[src/rtl/reg_writeback_queue.sv]
// reg_writeback_queue: in-order buffer of pipeline results that drains one write per cycle into the register file.
// Build option WB_FORWARD_EN adds two forwarding lookups over the queued entries.
module reg_writeback_queue #(
    parameter int DEPTH = 4,
    parameter int AW    = 2
) (
    input  logic          clk,
    input  logic          reset,
    input  logic          in_valid,
    output logic          in_ready,
    input  logic [4:0]    in_reg,
    input  logic [31:0]   in_data,
    input  logic          wb_stall,
    output logic [4:0]    writeRegister,
    output logic [31:0]   writeData,
    output logic          regWrite,
    output logic [31:0]   pending,
    output logic [AW:0]   count,
    input  logic [4:0]    fwd_reg1,
    input  logic [4:0]    fwd_reg2,
    output logic          fwd_hit1,
    output logic [31:0]   fwd_data1,
    output logic          fwd_hit2,
    output logic [31:0]   fwd_data2
);

    localparam logic [AW:0] FULL_COUNT = (AW + 1)'(DEPTH);

    logic [AW-1:0]    rdPtr;
    logic [AW-1:0]    wrPtr;
    logic [AW:0]      entryCount;
    logic [DEPTH-1:0] entryValid;
    logic [4:0]       entryReg  [DEPTH];
    logic [31:0]      entryData [DEPTH];
    logic [31:0]      entryMask [DEPTH];
    logic [31:0]      pendingAll;

    logic queueEmpty;
    logic queueFull;
    logic doPush;
    logic doPop;

    assign queueEmpty = (entryCount == '0);
    assign queueFull  = (entryCount == FULL_COUNT);
    assign in_ready   = !queueFull;

    // Writes to r0 complete the handshake but are dropped: r0 is hardwired zero in the file.
    assign doPush = in_valid && !queueFull && (in_reg != 5'd0);
    assign regWrite = !queueEmpty && !wb_stall;
    assign doPop    = regWrite;

    assign writeRegister = queueEmpty ? 5'd0  : entryReg[rdPtr];
    assign writeData     = queueEmpty ? 32'd0 : entryData[rdPtr];
    assign count         = entryCount;

    always_ff @(posedge clk or posedge reset) begin
        if (reset) begin
            rdPtr      <= '0;
            wrPtr      <= '0;
            entryCount <= '0;
            entryValid <= '0;
        end else begin
            if (doPop) begin
                rdPtr             <= rdPtr + AW'(1);
                entryValid[rdPtr] <= 1'b0;
            end
            if (doPush) begin
                wrPtr             <= wrPtr + AW'(1);
                entryValid[wrPtr] <= 1'b1;
            end
            case ({doPush, doPop})
                2'b10:   entryCount <= entryCount + (AW + 1)'(1);
                2'b01:   entryCount <= entryCount - (AW + 1)'(1);
                default: entryCount <= entryCount;
            endcase
        end
    end

    // Payload needs no reset; every read of it is qualified by a valid bit or count.
    always_ff @(posedge clk) begin
        if (doPush) begin
            entryReg[wrPtr]  <= in_reg;
            entryData[wrPtr] <= in_data;
        end
    end

    generate
        for (genvar gi = 0; gi < DEPTH; gi++) begin : g_mask
            assign entryMask[gi] = entryValid[gi] ? (32'd1 << entryReg[gi]) : 32'd0;
        end
    endgenerate

    always_comb begin
        pendingAll = '0;
        for (int i = 0; i < DEPTH; i++) begin
            pendingAll = pendingAll | entryMask[i];
        end
    end

    assign pending = pendingAll & 32'hFFFF_FFFE;

`ifdef WB_FORWARD_EN
    logic [DEPTH-1:0] match1;
    logic [DEPTH-1:0] match2;

    generate
        for (genvar gi = 0; gi < DEPTH; gi++) begin : g_match
            assign match1[gi] = entryValid[gi] && (fwd_reg1 != 5'd0) && (entryReg[gi] == fwd_reg1);
            assign match2[gi] = entryValid[gi] && (fwd_reg2 != 5'd0) && (entryReg[gi] == fwd_reg2);
        end
    endgenerate

    // Walk oldest to youngest so the last match seen is the youngest one.
    always_comb begin
        fwd_hit1  = 1'b0;
        fwd_data1 = 32'd0;
        fwd_hit2  = 1'b0;
        fwd_data2 = 32'd0;
        for (int i = 0; i < DEPTH; i++) begin
            if (match1[rdPtr + AW'(i)]) begin
                fwd_hit1  = 1'b1;
                fwd_data1 = entryData[rdPtr + AW'(i)];
            end
            if (match2[rdPtr + AW'(i)]) begin
                fwd_hit2  = 1'b1;
                fwd_data2 = entryData[rdPtr + AW'(i)];
            end
        end
    end
`else
    logic unusedFwd;

    assign unusedFwd = ^{fwd_reg1, fwd_reg2};
    assign fwd_hit1  = 1'b0;
    assign fwd_data1 = 32'd0;
    assign fwd_hit2  = 1'b0;
    assign fwd_data2 = 32'd0;
`endif

endmodule

[config.mk]
export PLATFORM = sky130hd
export DESIGN_NAME = reg_writeback_queue
export DESIGN_NICKNAME = d
export VERILOG_FILES = /design/src/rtl/reg_writeback_queue.sv
export SDC_FILE = /design/constraint.sdc
export NUM_CORES = 1
export LEC_CHECK = 0
export CAP_MARGIN = 20
export CORE_MARGIN = 4
export CORE_UTILIZATION = 47
export DETAILED_ROUTE_END_ITERATION = 10
export PLACE_DENSITY = 0.75
export RECOVER_POWER = 25
export SLEW_MARGIN = 20
export SYNTH_ARGS = -nofsm -noshare
export SYNTH_HDL_FRONTEND = slang
export SYNTH_SLANG_ARGS = --single-unit
export TNS_END_PERCENT = 1
[constraint.sdc]
create_clock -name clk -period 3.1 [get_ports clk]
set_input_delay 0.465 -clock clk [delete_from_list [all_inputs] [get_ports clk]]
set_output_delay 0.465 -clock clk [all_outputs]
set_load 0.005 [all_outputs]
== After elaboration in Yosys (flattened, before gate mapping) ==
Memories as Yosys holds them, arrays and structs flattened.
Cells that the tools add are included.
Storage, ports and cells
  bits in writable memories: 148
  memories kept: 2
  bits in registers: 11
Operators by class
  bitwise operators: 6
  reduce and logical (&&, ||, !) cells: 11
  $lt $le $gt $ge: 4
  mux-type cells: 15
  add/sub/neg operators: 4
  equality and inequality tests: 3
  shifts and indexed selects: 4
Memories
  entryData: depth 4, bits a word 32, rd ports 1, clocked after Yosys merged registers in 0, write ports 1, line 34  | logic [31:0] entryData [DEPTH];
  entryReg: depth 4, bits a word 5, rd ports 5, clocked after Yosys merged registers in 0, write ports 1, line 33  | logic [4:0] entryReg [DEPTH];
Operators by type and width (number)
  32-bit 2-to-1 mux: 5
  1-bit by 5-bit left shift with 32-bit output, first input constant: 4
  32-bit OR: 3
  4-bit 2-to-1 mux: 2
  2-bit by 3-bit less-than comparator with 1-bit output, second input constant: 2
  3-bit one-hot mux with 2 select lines: 1
  1-bit logical AND: 5
  5-bit 2-to-1 mux: 1
  5-bit nonzero test: 1
  2-bit by 1-bit adder with 2-bit output, second input constant: 2
  4-bit AND: 1
  1-bit demux with 2-bit select: 2
  2-bit by 1-bit greater-or-equal comparator with 1-bit output, second input constant: 2
  1-bit 2-to-1 mux: 4
  4-bit inverter: 1
  4-bit OR: 1
  3-bit by 1-bit adder with 3-bit output, second input constant: 1
  3-bit == test, second input constant: 1
  1-bit zero test: 3
  3-bit zero test: 1
  3-bit by 1-bit subtractor with 3-bit output, second input constant: 1
  2-bit by 1-bit == test with 1-bit output, second input constant: 1
  2-bit == test, second input constant: 1
  2-bit nonzero test: 1

== Longest topological paths before layout ==
  word-level depth: 9
  mapped depth: 10
  depth with buffers taken out: 9

== Least setup slack after synthesis ==
OpenSTA, ideal clock, no wires.
  path type: input port to flip-flop
  start: input in_reg[0]
  end: register entryCount[2], in the netlist count[2]
  buffers on the path: 1
  path slack: 0.678 ns
  required time: 3.021 ns
  cell stages on the path: 10
  arrival time: 2.343 ns
  path through: or4_1 -> o211a_1 -> buf_6 -> inv_1 -> ha_1 -> inv_1 -> fa_1 -> xor2_1 -> nor2_1 -> xor2_1
On the way
  longest elaborated chain between the ends: 4
  elaborated cells between the ends (all ways): 6
Ends and longest elaborated chain
  start: declaration: line 11  | input logic [4:0] in_reg,
  5-bit nonzero test (*): line 48  | assign doPush = in_valid && !queueFull && (in_reg != 5'd0);
  1-bit logical AND (*): line 48
  2-bit by 1-bit == test with 1-bit output or 2-bit == test (tied branches): line 71  | case ({doPush, doPop})
  3-bit one-hot mux with 2 select lines or 2-bit nonzero test (tied branches)
  end signal: assignment: line 72  | 2'b10: entryCount <= entryCount + (AW + 1)'(1);
  end signal: assignment: line 73  | 2'b01: entryCount <= entryCount - (AW + 1)'(1);
  end signal: assignment: line 74  | default: entryCount <= entryCount;
  end: declaration: line 31  | logic [AW:0] entryCount;
Mark *: on every way between the ends. The rest lies on a longest branch, timed or not.
A chain may end at the register's enable or synchronous reset.

== Worst setup path after layout ==
  start: register rdPtr[0]
  end: output writeData[30]
On the way
  longest elaborated chain between the ends: 2
Ends and longest elaborated chain
  start: declaration: line 29  | logic [AW-1:0] rdPtr;
  start signal: assignment: line 64  | rdPtr <= rdPtr + AW'(1);
  memory 4 x 32 bit
  32-bit 2-to-1 mux: line 53  | assign writeData = queueEmpty ? 32'd0 : entryData[rdPtr];
  end: declaration: line 15  | output logic [31:0] writeData,
Every way passes these cells.

==> metrics.cfg <==
[global_routing]
busiest_layer = met2
antenna_found_initial = 2
grt.overflow.total = 0
grt_usage = 0.186
use_met2 = 0.321
met1_usage = 0.238
grt_max_degree = 36
grt_pass1_wl_um = 26300
grt_use_met3 = 0.0537
grt_pass1_vias = 4783

[placement]
gp_congestion = 0.914
dpl-instance-area_um2 = 8990
place_inst = 825
io_buffers = 113
hpwl_um = 12000

[status]
status = completed

[routing]
dr.pass1.iters = 5
wl_per_cell_um = 19.7
vias = 4728
viasPerCell = 5.52
drtAntennaViolNets = 0
drcViolationCount = 0
wirelength_um = 16900
drt-initial-drc-count = 345

[final_layout]
fill_cells = 1206
multiInputGateArea_um2 = 2640
syn_to_final_growth_pct = 23.5
final_layout_size_suffix_gt1_frac = 0.147
seqCellArea_um2 = 4720
nets = 689
n_antenna_cell = 0
instances_no_fill = 857
final_cell_area_um2 = 9610

[logic_synthesis]
syn_inst = 511
synth_top_cell_by_area = edfxtp_1
synth.area.top_cells = edfxtp_1 (57%), mux4_2 (11%), buf_4 (6.8%)
ys_ff_latch = 159
yosys.area.top_type_share = 0.571
ys.flop_type = edfxtp_1
yosysWarnings = 0
yosysUniqueCellTypes = 48
ys_seq_area_frac = 0.606
syn_avg_cell_area_um2 = 15.2
synth_edf_count = 148
syn_area_um2 = 7780
ys_async_sr_fraction = 0.0692

[floorplanning]
die_width_um = 137
die_area_um2 = 18700
die_h_um = 137
boundaryPins = 191
rows = 46
initial_core_util = 0.485
fp.coreArea_um2 = 16100

[sta]
clock_skew_ns = 0.00923
final_max_slew_viol_count = 0
worstMarginPinSlew_ns = 0.646
rsz0062_at_grt = false
finalSetupViolCount = 0
min_period_ns = 2.94
maxSlewHeadroom = 0.563
setup_tns_ns = 0
clock.fmax_mhz = 340
min_period_over_period = 0.949
hold_violations = 0

[critical_path]
worst-setup-path-type = reg -> out
rrSetupSlack_ns = 0.82
r2r-end = count[2]$_DFFE_PP0P_
timing.rr.start = count[0]$_DFFE_PP0P_
critPathLaunchType = flip-flop
cp.arrival_ns = 2.48
worstRegToRegCells = 9
crit_fanout = 13
cp-end-kind = output pin
required_ns = 2.63

[min_path]
min_path_type = in -> async

[power]
p_per_area_nw_per_um2 = 887
p_leak_nw = 3.33
irDropWorstVdd_uv = 575

[cts]
clk_pin_slew_worst_paths_ns = 0.06
cts_made_buffers = 17
post-cts-setup-buffers = 0
cts_htree_levels = 4
clockBufferDepth = 2
cts-root-buf = clkbuf_16
cts_sinks = 159
clkLatencyLatePin_ns = 0.42
cts_tree = built

[flow_run]
max_cap_violations = 0

## cell usage in the layout (no fill, tap or decap), drive strengths merged, types with 2 or more instances in the layout
| master | count |
|---|---|
| edfxtp | 148 |
| clkdlybuf4s50 | 89 |
| conb | 67 |
| and2 | 44 |
| mux4 | 37 |
| o221ai | 24 |
| dlygate4sd3 | 24 |
| a22oi | 20 |
| clkbuf | 19 |
| inv | 16 |
| nor2b | 14 |
| nand3 | 12 |
| buf | 12 |
| nand2 | 11 |
| dfrtp | 11 |
| ha | 9 |
| nor2 | 8 |
| a221o | 6 |
| and4b | 6 |
| clkinv | 6 |
| a32oi | 5 |
| nand2b | 4 |
| a22o | 4 |
| and4bb | 4 |
| bufinv | 4 |
| xnor2 | 3 |
| and4 | 3 |
| or2 | 3 |
| o22ai | 3 |
| nor4b | 2 |
| nand4 | 2 |
| nand4b | 2 |
| o32ai | 2 |
| xor2 | 2 |
## per-stage QoR
step	utilization	hold slack, ns	setup WS (ns)	power [mW]
2_1_floorplan	-	0.317	0.678	4.89
6_report	0.598	0.483	0.159	8.53
4_1_cts	0.598	0.347	0.0880	8.64
3_5_place_dp	0.560	0.531	0.180	6.48
5_1_grt	0.598	0.503	0.00760	9.01
3_3_place_gp	0.560	0.506	0.232	6.41
## power by group
part,switching [mW],leakage (nW),total [mW],internal [mW]
clock,0.776,0.299,2.13,1.35
sequential,0.322,1.48,3.17,2.85
combinational,1.37,1.55,3.23,1.86
## state kept, by name (all words and copies together), names as in the netlist
signal	cells
entryData	128
count	3
wrPtr	2
rdPtr	2
entryReg	20
entryValid	4
## timing repair
item / CTS / global route
hold buffers: 0 / 0
endpoints found under the setup margin: 0 / 1
resized for setup: 0 / 1
## synth_stat cells, types with 2 or more instances
cell and instances:
and4b_1 6, xnor2_1 3, o22ai_1 3, nor2b_1 14, o32ai_1 2, a22o_1 4
edfxtp_1 148, clkbuf_1 16, buf_2 5, or2_2 3, inv_1 14, nand4_1 2
ha_1 9, and2_2 4, nand2_1 11, dfrtp_1 11, nand2b_1 4, a32oi_1 5
and4bb_2 4, a221o_1 6, a22oi_1 20, nor2_1 8, mux4_2 37, xor2_1 2
and4_1 3, nor4b_1 2, nand3_1 12, nand4b_1 2, o221ai_1 24, and2_1 40
buf_4 70
## routing by layer
metal | wire length (um) | vias up
met1 | 6810 | 2368
met2 | 8610 | 217
met3 | 1360 | 15
met5 | 27 | -
li1 | - | 2124
met4 | 90 | 4
## kinds of logic after synthesis
family / after synthesis / synth area share
AND/OR/NAND/NOR: 122 / 0.100
AO/OA/AOI/OAI: 68 / 0.0730
adder cells (fa/ha/maj): 10 / 0.0170
multiplexers: 39 / 0.110
XOR/XNOR: 5 / 0.00563
other: 1 / 0.000482
flip-flops: 159 / 0.606
buffers and inverters: 107 / 0.0871
## area by class of cell
class / instances / area share
timing repair buffer: 125 / 0.136
clock buffer: 19 / 0.0450
inverter: 14 / 0.00547
clock inverter: 13 / 0.0193
tap: 216 / 0.0281
multi-input combinational: 311 / 0.275
sequential: 159 / 0.491
## how the worst max path moves through the flow
stage                                        start                    to  slack (ns)  cells after the start
final                         rdPtr[0]$_DFFE_PP0N_         writeData[30]        0.16                      4
after global routing      entryReg[1][2]$_DFFE_PP_            pending[2]       0.008                      4
after CTS                     rdPtr[0]$_DFFE_PP0N_         writeData[30]        0.09                      4
after detailed placement                 in_reg[0]  count[2]$_DFFE_PP0P_        0.18                     10
after global placement                   in_reg[0]  count[2]$_DFFE_PP0P_        0.23                     10
after floorplan                          in_reg[0]  count[2]$_DFFE_PP0P_        0.68                     10
## worst max-delay path: stages (launching register included)
cell and delay, ns:
dfrtp_2 0.64, buf_4 0.27, mux4_2 0.52, and2_1 0.18
clkdlybuf4s50_1 0.45
Note: power is estimated with default switching activity, not from simulation.
